**config.mk**
```make
export PLATFORM = sky130hd
export DESIGN_NAME = mem_port_arbiter
export DESIGN_NICKNAME = d
export VERILOG_FILES = /design/src/rtl/mem_port_arbiter.sv
export SDC_FILE = /design/constraint.sdc
export NUM_CORES = 1
export LEC_CHECK = 0
export CAP_MARGIN = 5
export CORE_MARGIN = 2
export CORE_UTILIZATION = 31
export DETAILED_ROUTE_END_ITERATION = 8
export GPL_TIMING_DRIVEN = 0
export HOLD_SLACK_MARGIN = 0.1
export PLACE_DENSITY_LB_ADDON = 0.05
export SLEW_MARGIN = 15
export SYNTH_ARGS = -nofsm -noshare
export SYNTH_HDL_FRONTEND = slang
export SYNTH_SLANG_ARGS = --single-unit
```
**constraint.sdc**
```tcl
create_clock -name CLK -period 2.5 [get_ports CLK]
set_clock_uncertainty 0.05 [all_clocks]
set_input_delay 0.375 -clock CLK [delete_from_list [all_inputs] [get_ports CLK]]
set_output_delay 0.375 -clock CLK [all_outputs]
set_load 0.03 [all_outputs]
```
**src/rtl/mem_port_arbiter.sv**
```systemverilog
// mem_port_arbiter: merges the instruction-fetch and load/store ports onto a
// single external memory controller interface. Round-robin between I and D,
// one mem_req pulse per access, completion on mem_ready, timeout to an error
// response. Optional one-entry posted write buffer, compiled in by defining
// MEM_ARB_WRITE_BUFFER_EN.
module mem_port_arbiter #(
    parameter int          TIMEOUT_CYCLES = 2048,
    parameter logic [31:0] ERR_DATA       = 32'hDEADBEEF
) (
    input  logic        CLK,
    input  logic        reset_n,
    input  logic        i_req,
    input  logic [31:0] i_addr,
    output logic        i_ack,
    output logic [31:0] i_rdata,
    output logic        i_err,
    input  logic        d_req,
    input  logic        d_we,
    input  logic [31:0] d_addr,
    input  logic [31:0] d_wdata,
    output logic        d_ack,
    output logic [31:0] d_rdata,
    output logic        d_err,
    output logic        mem_req,
    output logic        mem_we,
    output logic [31:0] mem_addr,
    output logic [31:0] mem_wdata,
    input  logic [31:0] mem_rdata,
    input  logic        mem_ready,
    output logic        wb_err
);

    localparam int               CNT_W    = $clog2(TIMEOUT_CYCLES);
    localparam logic [CNT_W-1:0] CNT_LAST = CNT_W'(TIMEOUT_CYCLES - 1);

    typedef enum logic [1:0] {S_IDLE, S_ISSUE, S_HOLD, S_WAIT} state_t;

    state_t           r_state;
    state_t           w_next;
    logic             r_mem_req;
    logic             r_mem_we;
    logic [31:0]      r_mem_addr;
    logic [31:0]      r_mem_wdata;
    logic             r_i_ack;
    logic             r_i_err;
    logic [31:0]      r_i_rdata;
    logic             r_d_ack;
    logic             r_d_err;
    logic [31:0]      r_d_rdata;
    logic [1:0]       r_grant;      // one-hot: bit0 = I, bit1 = D
    logic             r_last_d;     // 1 when D held the most recent grant
    logic [CNT_W-1:0] r_cnt;

    logic w_i_pend;
    logic w_d_pend;
    logic w_drain;
    logic w_pick_i;
    logic w_pick_d;
    logic w_timeout;
    logic w_done;

    // A request whose ack is visible this cycle is the old one, not a new one.
    assign w_i_pend = i_req & ~r_i_ack;

`ifdef MEM_ARB_WRITE_BUFFER_EN
    logic        r_wb_vld;
    logic [31:0] r_wb_addr;
    logic [31:0] r_wb_data;
    logic        r_drain;
    logic        r_wb_err;
    logic        w_st_accept;
    logic        w_fwd;

    assign w_st_accept = d_req & d_we & ~r_wb_vld & ~r_d_ack;
    assign w_fwd       = d_req & ~d_we & r_wb_vld & (d_addr == r_wb_addr) & ~r_d_ack;
    assign w_drain     = r_wb_vld;
    assign w_d_pend    = d_req & ~d_we & ~r_d_ack & ~w_fwd;
    assign wb_err      = r_wb_err;
`else
    assign w_drain     = 1'b0;
    assign w_d_pend    = d_req & ~r_d_ack;
    assign wb_err      = 1'b0;
`endif

    // Drain beats both ports; on an I/D tie the port not granted last wins.
    assign w_pick_i  = ~w_drain & w_i_pend & (~w_d_pend | r_last_d);
    assign w_pick_d  = ~w_drain & w_d_pend & ~w_pick_i;
    assign w_timeout = (r_cnt == CNT_LAST);
    assign w_done    = (r_state == S_WAIT) & (mem_ready | w_timeout);

    assign mem_req   = r_mem_req;
    assign mem_we    = r_mem_we;
    assign mem_addr  = r_mem_addr;
    assign mem_wdata = r_mem_wdata;
    assign i_ack     = r_i_ack;
    assign i_err     = r_i_err;
    assign i_rdata   = r_i_rdata;
    assign d_ack     = r_d_ack;
    assign d_err     = r_d_err;
    assign d_rdata   = r_d_rdata;

    // State register.
    always_ff @(posedge CLK or negedge reset_n) begin
        if (!reset_n) r_state <= S_IDLE;
        else          r_state <= w_next;
    end

    // Next-state: one issue cycle, one blind hold cycle, then wait for done.
    always_comb begin
        w_next = r_state;
        case (r_state)
            S_IDLE:  if (w_drain | w_i_pend | w_d_pend) w_next = S_ISSUE;
            S_ISSUE: w_next = S_HOLD;
            S_HOLD:  w_next = S_WAIT;
            S_WAIT:  if (mem_ready | w_timeout) w_next = S_IDLE;
            default: w_next = S_IDLE;
        endcase
    end

    // Grant latching, downstream drive, completion/timeout responses, buffer.
    always_ff @(posedge CLK or negedge reset_n) begin
        if (!reset_n) begin
            r_mem_req   <= 1'b0;
            r_mem_we    <= 1'b0;
            r_mem_addr  <= '0;
            r_mem_wdata <= '0;
            r_i_ack     <= 1'b0;
            r_i_err     <= 1'b0;
            r_i_rdata   <= '0;
            r_d_ack     <= 1'b0;
            r_d_err     <= 1'b0;
            r_d_rdata   <= '0;
            r_grant     <= 2'b00;
            r_last_d    <= 1'b1;
            r_cnt       <= '0;
`ifdef MEM_ARB_WRITE_BUFFER_EN
            r_wb_vld    <= 1'b0;
            r_wb_addr   <= '0;
            r_wb_data   <= '0;
            r_drain     <= 1'b0;
            r_wb_err    <= 1'b0;
`endif
        end else begin
            r_mem_req <= 1'b0;
            r_i_ack   <= 1'b0;
            r_i_err   <= 1'b0;
            r_d_ack   <= 1'b0;
            r_d_err   <= 1'b0;
            case (r_state)
                S_IDLE: begin
`ifdef MEM_ARB_WRITE_BUFFER_EN
                    if (r_wb_vld) begin
                        r_mem_req   <= 1'b1;
                        r_mem_we    <= 1'b1;
                        r_mem_addr  <= r_wb_addr;
                        r_mem_wdata <= r_wb_data;
                        r_drain     <= 1'b1;
                    end else
`endif
                    if (w_pick_i) begin
                        r_mem_req  <= 1'b1;
                        r_mem_we   <= 1'b0;
                        r_mem_addr <= i_addr;
                        r_grant    <= 2'b01;
                        r_last_d   <= 1'b0;
                    end else if (w_pick_d) begin
                        r_mem_req   <= 1'b1;
                        r_mem_we    <= d_we;
                        r_mem_addr  <= d_addr;
                        r_mem_wdata <= d_wdata;
                        r_grant     <= 2'b10;
                        r_last_d    <= 1'b1;
                    end
                end
                S_HOLD: r_cnt <= '0;
                S_WAIT: begin
                    r_cnt <= r_cnt + 1'b1;
                    if (w_done) begin
                        r_mem_we <= 1'b0;
                        r_grant  <= 2'b00;
                        if (r_grant[0]) begin
                            r_i_ack   <= 1'b1;
                            r_i_err   <= ~mem_ready;
                            r_i_rdata <= mem_ready ? mem_rdata : ERR_DATA;
                        end
                        if (r_grant[1]) begin
                            r_d_ack <= 1'b1;
                            r_d_err <= ~mem_ready;
                            if (!mem_ready)     r_d_rdata <= ERR_DATA;
                            else if (!r_mem_we) r_d_rdata <= mem_rdata;
                        end
`ifdef MEM_ARB_WRITE_BUFFER_EN
                        if (r_drain) begin
                            r_drain  <= 1'b0;
                            r_wb_vld <= 1'b0;
                            if (!mem_ready) r_wb_err <= 1'b1;
                        end
`endif
                    end
                end
                default: ;
            endcase
`ifdef MEM_ARB_WRITE_BUFFER_EN
            // Posted store and read-after-buffered-write forwarding, any state.
            if (w_st_accept) begin
                r_wb_vld  <= 1'b1;
                r_wb_addr <= d_addr;
                r_wb_data <= d_wdata;
                r_d_ack   <= 1'b1;
            end
            if (w_fwd) begin
                r_d_ack   <= 1'b1;
                r_d_rdata <= r_wb_data;
            end
`endif
        end
    end

endmodule
```
==> reports/results.ini, run 1 <==
[cells_and_area]
synthToLayoutAreaGrowth_pct=59.1
final_net_count=885
fin_cells=1024
final_area_sq_mm=0.00970
drive_gt1_share_pct=13.3
diodes=0

[synthesis]
synth_simple_gate_area_share_pct=6.28
synth_top_family_by_area=compound AO/OA/AOI/OAI gates
synth_cell_types=54
yosysWarnings=0
yosysTopAreaCell=dfrtp_1
yosys-top-cells-count=dfrtp_1 (149), nand2_1 (45), o22a_1 (43)
synth_cells=460
yosysSeqAreaShare_pct=61.6
syn_area_sq_mm=0.00609
synthAdderAreaFrac_pct=0.821
synth-compound-area-share_pct=15.5
synth_edf_count=0
synth_fp_nets=598
synth.area.mux_share_pct=11.8
synth-xor-area-share_pct=0.431
synth_top_area_share_pct=61.2
synth-main-ff-cell=dfrtp_1
netlist_top_cells_area=dfrtp_1 (61%), o22a_1 (6.2%), mux2i_1 (5.7%), mux2_2 (5.7%), o21ai_0 (3.0%)
ys_ff_latch=150
avgSynthCellArea_sq_um=13.2
yosysMostFrequentCell=dfrtp_1
ys_async_sr_fraction_pct=100

[detailed_routing]
drtPass1Iterations=4
drc_errors=0
viasPerCell=4.62
vias=4732
totalWireLength_mm=16.9
antenna_left=0
routedWlPerCell_microns=16.5
drt_iter0_markers=80

[worst_setup_path]
end_kind=flip-flop
crit_path_start_kind=flip-flop
reg2reg_slack_ns=0.43
r2r-start=r_state[0]$_DFFE_PN0P_
slowest_stage=a2111oi_4
cp.arrival_ns=2.31
cp_max_fo=10
cp_data_required_time_ns=2.74
setup.worst_path.class=flip-flop to flip-flop
r2r_cells=6
path_cells=inv_1 -> ha_1 -> inv_1 -> a2111oi_4 -> buf_4 -> mux2_2
critical-path-max-stage-delay_ns=0.46
r2r_end=mem_wdata[24]$_DFFE_PN0P_
path_common_cell=inv_1

[timing]
maxSlewViolCount=0
setup_viol_count_final=0
worst_pin_slew_ns=0.579
rsz0062_at_grt=false
fin_crit_sh_pct=82.7
hold_violations=0
max_clock_freq_mhz=484
relSlewSlack_pct=61.2
period_needed_ns=2.07

[floorplan]
dieArea_sq_mm=0.0208
die_h_microns=144
fp.dieW_microns=144
coreArea_sq_mm=0.0194
start_util_pct=31.4
ios=269
placementRows=51

[clock_network]
cts_sinks=150
clk_pin_slew_ns=0.06
cts_buffers=17
cts_max_path_buffers=2
cts.root.buffer_cell=clkbuf_16
cts_tree=yes
post_cts_resized=0
cts_max_level=4
cts_setup_buffers=0
clock_latency_ns=0.41
cts_hold_buffers=1

[grt]
grt_usage_pct=16.4
antenna_found_initial=1
grt_pass1_wl_mm=26.1
grt_overflow=0
grt_max_degree=101
grt_pass1_vias=5011

[power_and_ir_drop]
power.total_mw=13.2
p_leak_nw=4.07
max-vdd-ir-drop_v=0.000544
powerDensity_mw_per_mm2=1360

[place]
hpwl_mm=12.7
placed_cells=992
port_buffers=266
finalWeightedCongestion=0.755
place_area_sq_mm=0.00912

[min_path]
hold_depth=2
hold_path_startpoint=mem_ready
hold_class=input pin to flip-flop
min_to=d_err$_DFF_PN0_

[job]
max_cap_viol_count=0

[status]
run_status=completed

[critical path, delay by kind of cell (launching register included)]
kind | cells | cell delay (ns)
buffers and inverters | 3 | 0.52
AOI/OAI and AO/OA | 1 | 0.46
muxes | 1 | 0.35
DFF | 1 | 0.38
adders and majority gates | 1 | 0.20
[registers in the layout (all words and copies together), names as in the netlist]
register   count
d_rdata       32
i_rdata       32
mem_addr      32
mem_wdata     32
r_cnt         11
r_grant        2
r_state        2
d_ack          1
d_err          1
i_ack          1
i_err          1
mem_req        1
mem_we         1
r_last_d       1
[cells in the final DEF, fill, tap and decap left out, types with 2 or more instances in the layout]
master / Yosys / routed
o22a_1: 43 / 43
clkbuf_16: 0 / 17
inv_1: 5 / 5
a22o_1: 8 / 8
nor3_1: 4 / 4
nand2b_1: 4 / 4
buf_12: 2 / 2
mux2_1: 2 / 2
dfrtp_1: 149 / 149
buf_2: 5 / 5
a22o_2: 8 / 8
mux2_2: 31 / 31
o2bb2ai_1: 3 / 3
o31ai_1: 2 / 2
nor2_1: 3 / 3
buf_4: 5 / 5
clkbuf_1: 14 / 14
a22oi_1: 2 / 2
ha_1: 4 / 4
mux2i_1: 35 / 35
nand2_1: 45 / 45
nand3_1: 6 / 6
clkdlybuf4s50_1: 0 / 265
clkinvlp_4: 0 / 4
inv_8: 1 / 3
inv_6: 0 / 6
nand4_1: 3 / 3
o211ai_1: 2 / 2
o21ai_0: 37 / 37
and4_4: 2 / 2
o22a_2: 5 / 5
xor2_1: 2 / 2
a21oi_1: 3 / 3
[worst max path at each step]
stage	start	slack (ns)	end
finish	r_state[0]$_DFFE_PN0P_	0.43	mem_wdata[24]$_DFFE_PN0P_
global placement	reset_n	-5.11	mem_wdata[4]$_DFFE_PN0P_
detailed placement	i_req	0.09	mem_wdata[14]$_DFFE_PN0P_
global route	r_state[1]$_DFFE_PN0P_	0.18	r_cnt[10]$_DFFE_PN0P_
CTS	r_state[0]$_DFFE_PN0P_	0.39	mem_wdata[24]$_DFFE_PN0P_
floorplan	i_ack$_DFF_PN0_	0.62	mem_wdata[10]$_DFFE_PN0P_
[routing by layer]
layer	share of wire (%)	global-route usage (%)
met3	9.8	6.66
met1	40	19.4
met4	2.3	6.49
met2	48	26.6
met5	0.065	0
[layout make-up]
cell class                 instances  area (sq um)
multi-input combinational        275          2130
fill                            1822          9700
inverter                           6          30.0
clock inverter                    14           140
clock buffer                      17           425
sequential                       150          3750
timing repair buffer             268          2710
tap                              265           332
buffer                            29           178
[power by group]
group	switching (mW)	leakage [nW]	total [mW]	internal, mW
Sequential	0.634	1.83	4.18	3.55
Combinational	3.59	1.97	6.52	2.93
Clock	1.08	0.267	2.47	1.39
Total	5.30	4.07	13.2	7.87
[cell families after synthesis]
logic type,after synthesis
AND/OR/NAND/NOR,78
adder cells (fa/ha/maj),4
XOR/XNOR,3
buffers and inverters,35
flip-flops,150
AO/OA/AOI/OAI,121
multiplexers,68
other,1
[per-stage QoR]
stage / setup WS, ns / setup TNS, ns / hold slack (ns) / util (%)
after floorplan: 0.624 / 0 / 0.0294 / -
after global routing: 0.180 / 0 / 0.207 / 50.0
after CTS: 0.393 / 0 / 0.180 / 50.0
after detailed placement: 0.0944 / 0 / 0.267 / 47.0
final: 0.433 / 0 / 0.198 / 50.0
after global placement: -5.11 / -761.75 / 0.413 / 46.9
No activity file was read; power rests on OpenSTA's default activity.
==> inputs of run 2 (changes only) <==
- clock period: 2.5 -> 1.95 ns (I/O delays scaled with it)
==> run 2 against run 1 <==
Effect of this change: worst hold slack improved by 0.13 ns; wire length rose by 0.86%; sequential power rose by 28%; cell count rose by 1.3%.
==> reports/results.ini, run 2 (synthesized netlist as in run 1, its figures left out) <==
[worst_setup_path]
path_cells=clkdlybuf4s50_1
setup.worst_path.class=flip-flop to primary output
r2r_end=i_rdata[12]$_DFFE_PN0P_
cp.arrival_ns=1.54  ; -0.77 ns
end_kind=primary output
crit_path_start_kind=flip-flop
crit_family=buffers and inverters
r2r-start=r_cnt[0]$_DFFE_PN0P_
reg2reg_slack_ns=0.11  ; -0.32 ns
path_buf_inv=1  ; -2
cp_max_fo=2  ; -8
slowest_stage=clkdlybuf4s50_1
cp_data_required_time_ns=1.61  ; -1.13 ns
critical-path-max-stage-delay_ns=0.72  ; +0.26 ns
r2r_cells=8  ; +2
cp-startpoint=i_ack$_DFF_PN0_

[power_and_ir_drop]
power_frac_seq_pct=31.5  ; -0.2 points
power.share.combinational_pct=49.8  ; +0.3 points
max-vdd-ir-drop_v=0.000710  ; +30%
cellInternalPower_mw=10.2  ; +29%
p_sw_mw=6.84  ; +29%
switching_share_pct=40.2  ; -0.058 points
p_leak_nw=4.16  ; +2.3%
pwr-share-clk_pct=18.6  ; -0.2 points
powerDensity_mw_per_mm2=1730  ; +27%

[detailed_routing]
drc_errors=0  ; unchanged
totalWireLength_mm=17.0  ; +0.86%
drtPass1Iterations=4  ; unchanged
routedWlPerCell_microns=16.4  ; -0.41%
antenna_left=0  ; unchanged
drt_iter0_markers=93  ; +16%
vias=4766  ; +0.72%
viasPerCell=4.60  ; -0.54%

[grt]
busiest_layer=met2
grt_pass1_vias=5042  ; +0.62%
use_met3_pct=6.62  ; -0.033 points
antenna_found_initial=1  ; unchanged
grt_max_degree=101  ; unchanged
grt_overflow=0  ; unchanged
grtUsageMet1_pct=19.5  ; +0.13 points
grt_usage_pct=16.4  ; +0.050 points
use_met2_pct=26.6  ; +0.050 points
grt_pass1_wl_mm=26.2  ; +0.48%

[place]
placed_cells=992  ; unchanged
port_buffers=266  ; unchanged
finalWeightedCongestion=0.755  ; unchanged
hpwl_mm=12.7  ; unchanged
post-place-ws_ns=-0.373  ; -0.467 ns

[clock_network]
cts_max_path_buffers=2  ; unchanged
cts.root.buffer_cell=clkbuf_16
cts_tree=yes
clock_latency_ns=0.41  ; about the same
cts_max_level=4  ; unchanged
cts_sinks=150  ; unchanged
cts_buffers=17  ; unchanged
clk_pin_slew_ns=0.06  ; about the same

[timing]
max_clock_freq_mhz=531
setup_viol_count_final=0  ; unchanged
fin_crit_sh_pct=96.5
period_needed_ns=1.88
hold_violations=0  ; unchanged
worst_pin_slew_ns=0.530  ; -0.0497 ns
relSlewSlack_pct=64.7  ; +3.5 points
worst_slack_ns=0.0681  ; -0.365 ns
maxSlewViolCount=0  ; unchanged
tns_ns=0  ; unchanged
rsz0062_at_grt=true

[floorplan]
start_util_pct=31.4  ; unchanged
dieArea_sq_mm=0.0208  ; unchanged
placementRows=51  ; unchanged
fp.dieW_microns=144  ; unchanged
die_h_microns=144  ; unchanged
ios=269  ; unchanged
coreArea_sq_mm=0.0194  ; unchanged

[cells_and_area]
final_net_count=898  ; +1.5%
drive_gt1_share_pct=16.5  ; +3.1 points
final_cell_mix=clkdlybuf4s50_1 (263), dfrtp_1 (149), nand2_1 (44)
final_common_cell=clkdlybuf4s50_1
synthToLayoutAreaGrowth_pct=61.7
diodes=0  ; unchanged
fin_cells=1037  ; +1.3%

[job]
max_cap_viol_count=0  ; unchanged

[min_path]
hold_class=input pin to async pin

[status]
run_status=completed

[run 2: worst max-delay path by stage]
| stage | endpoint | slack, ns | depth (start not counted) |
|---|---|---|---|
| after floorplan | mem_wdata[10]$_DFFE_PN0P_ | 0.07 | 4 |
| after global placement | mem_wdata[4]$_DFFE_PN0P_ | -5.58 | 1 |
| after detailed placement | mem_wdata[14]$_DFFE_PN0P_ | -0.37 | 5 |
| after CTS | mem_wdata[24]$_DFFE_PN0P_ | -0.03 | 7 |
| after global routing | mem_addr[11]$_DFFE_PN0P_ | -0.02 | 6 |
| final | i_ack | 0.07 | 1 |
[run 2: stage by stage]
| step | total power, mW | cell area, sq um | util (%) | hold slack (ns) |
|---|---|---|---|---|
| CTS | 17.2 | 9750 | 50.3 | 0.330 |
| global placement | 13.7 | 9090 | 46.9 | 0.413 |
| finish | 17.0 | 9850 | 50.8 | 0.330 |
| floorplan | 10.1 | 6090 | - | -0.0531 |
| detailed placement | 13.9 | 9120 | 47.0 | 0.185 |
| global route | 18.0 | 9850 | 50.8 | 0.356 |
[run 2: power groups by stage]
stage          registers, mW  logic (mW)  clock network, mW
6_report                5.37        8.48               3.17
5_1_grt                 5.56        9.04               3.43
4_1_cts                 5.37        8.51               3.27
3_5_place_dp            5.41        8.46                  0
3_3_place_gp            5.36        8.38                  0
2_1_floorplan           8.02        2.05                  0
[run 2: routing by layer]
| metal | up-vias | wire length, microns |
|---|---|---|
| li1 | 2282 | - |
| met4 | 2 | 395 |
| met2 | 190 | 8100 |
| met5 | - | 11 |
| met1 | 2267 | 6900 |
| met3 | 25 | 1640 |
[run 2: repair_timing]
item | CTS | global route
endpoints found under the setup margin | 59 | 116
pin swaps | 2 | 3
hold endpoints to repair | 52 | 0
setup buffers | 6 | 6
hold buffers | 2 | 0
resized for setup | 3 | 30
[run 2: area by class of cell]
class	instances	area (sq um)
clock buffers	17	425
flip-flops and latches	150	3750
well taps	265	332
plain buffers	29	205
repair buffers	281	2810
inverters	6	30.0
multi-input cells	275	2160
fillers	1791	9540
clock inverters	14	140
==> inputs of run 3 (changes only) <==
- MAX_ROUTING_LAYER: unset -> met4
==> run 3 against run 2 <==
Effect of this change: cell area hardly changed; critical path depth stayed put; critical path type unchanged; flip-flop and latch count did not move; worst setup slack gained 0.00066 ns.
==> reports/results.ini, run 3 (synthesized netlist as in run 1, its figures left out) <==
[cells_and_area]
final_cell_mix=clkdlybuf4s50_1 (263), dfrtp_1 (149), nand2_1 (44)
synthToLayoutAreaGrowth_pct=61.7  ; about the same
final_common_cell=clkdlybuf4s50_1
final_net_count=898  ; unchanged
fin_util_pct=50.8  ; about the same
drive_gt1_share_pct=16.5  ; unchanged

[min_path]
hold_class=input pin to async pin

[clock_network]
cts_max_path_buffers=2  ; unchanged
cts_sinks=150  ; unchanged
clk_pin_slew_ns=0.06  ; about the same
cts_buffers=17  ; unchanged
clock_latency_ns=0.41  ; about the same
cts_max_level=4  ; unchanged
cts.root.buffer_cell=clkbuf_16
cts_tree=yes

[detailed_routing]
drtPass1Iterations=4  ; unchanged
m1WireLength_mm=7.08  ; +2.6%
totalWireLength_mm=17.1  ; +0.21%
dr_wl_met3_mm=1.46  ; -11%
antenna_left=0  ; unchanged
drt_iter0_markers=113  ; +22%
routedWlPerCell_microns=16.5  ; +0.11%
vias=4783  ; +0.36%
wl_met2_mm=8.19  ; +1.2%
maxUsedRoutingLayer=met4
drc_errors=0  ; unchanged
viasPerCell=4.61  ; +0.26%

[timing]
whs_ns=0.329  ; -0.000808 ns
rsz0062_at_grt=true
worst_pin_slew_ns=0.530  ; +0.000458 ns
hold_violations=0  ; unchanged
maxSlewViolCount=0  ; unchanged
period_needed_ns=1.88  ; -0.000658 ns
fin_crit_sh_pct=96.5  ; about the same
relSlewSlack_pct=64.7  ; about the same
setup_viol_count_final=0  ; unchanged
max_clock_freq_mhz=532  ; about the same

[worst_setup_path]
path_buf_inv=1  ; unchanged
slowest_stage=clkdlybuf4s50_1
cp_max_fo=2  ; unchanged
path_cells=clkdlybuf4s50_1
end_kind=primary output
cp.arrival_ns=1.54  ; about the same
crit_path_start_kind=flip-flop
crit_family=buffers and inverters
critical-path-max-stage-delay_ns=0.72  ; about the same
setup.worst_path.class=flip-flop to primary output
cp_data_required_time_ns=1.61  ; about the same

[floorplan]
fp.dieW_microns=144  ; unchanged
placementRows=51  ; unchanged
start_util_pct=31.4  ; unchanged
coreArea_sq_mm=0.0194  ; unchanged
ios=269  ; unchanged
dieArea_sq_mm=0.0208  ; unchanged
die_h_microns=144  ; unchanged

[place]
hpwl_mm=12.7  ; unchanged
finalWeightedCongestion=0.765  ; +1.3%
port_buffers=266  ; unchanged

[power_and_ir_drop]
power.total_mw=17.0  ; about the same
powerDensity_mw_per_mm2=1730  ; about the same
max-vdd-ir-drop_v=0.000712  ; +0.30%
p_leak_nw=4.16  ; unchanged

[status]
run_status=completed

[grt]
grt_pass1_vias=5058  ; +0.32%
antenna_found_initial=1  ; unchanged
grt_overflow=0  ; unchanged
grt_max_degree=101  ; unchanged
grt_pass1_wl_mm=26.1  ; -0.26%
grt_usage_pct=16.9  ; +0.47 points

[job]
max_cap_viol_count=0  ; unchanged

run 3: power by group:
group | switching, mW | internal [mW] | leakage (nW)
Sequential | 0.816 | 4.55 | 1.83
Combinational | 4.65 | 3.84 | 2.07
Clock | 1.39 | 1.79 | 0.267
Total | 6.85 | 10.2 | 4.16
run 3: what timing repair did:
| action | CTS | global route |
|---|---|---|
| gates resized for setup | 3 | 30 |
| endpoints found under the setup margin | 59 | 116 |
| setup buffers | 6 | 6 |
| pin swaps | 2 | 2 |
| cloned | 0 | 0 |
| hold buffers | 2 | 0 |
| hold endpoints to repair | 52 | 0 |
run 3: stage by stage:
step                std cells  worst slack (ns)  area (sq um)  setup TNS (ns)
finish                   1038            0.0688          9860               0
global route             1038           -0.0238          9860         -0.0291
CTS                      1031           -0.0284          9750          -0.420
detailed placement        992            -0.373          9120          -23.19
global placement          991             -5.58          9090         -851.55
floorplan                 460            0.0739          6090               0
run 3: layer usage:
metal  GRT usage [%]  up-vias
li1                -     2286
met1            20.1     2286
met2            26.5      193
met3            5.79       18
met4            6.49        0
met5               -        -
run 3: area by class of cell:
type / count / area (sq um)
Sequential cell: 150 / 3750
Clock buffer: 17 / 425
Tap cell: 265 / 332
Timing Repair Buffer: 281 / 2810
Antenna cell: 1 / 2.50
Clock inverter: 14 / 140
Multi-Input combinational cell: 275 / 2160
Fill cell: 1790 / 9540
Buffer: 29 / 205
Inverter: 6 / 30.0
run 3: final timing paths:
check                                    startpoint                   endpoint  slack, ns  cells after the start
min                                         reset_n    d_rdata[12]$_DFFE_PN0P_       0.33                      2
max reg2reg                    r_cnt[0]$_DFFE_PN0P_    i_rdata[12]$_DFFE_PN0P_       0.11                      8
max                                 i_ack$_DFF_PN0_                      i_ack       0.07                      1
min in group CLK           mem_addr[18]$_DFFE_PN0P_   mem_addr[18]$_DFFE_PN0P_       0.43                      2
min reg2reg                mem_addr[18]$_DFFE_PN0P_   mem_addr[18]$_DFFE_PN0P_       0.43                      2
max in group asynchronous                   reset_n  mem_wdata[24]$_DFFE_PN0P_       0.68                      3
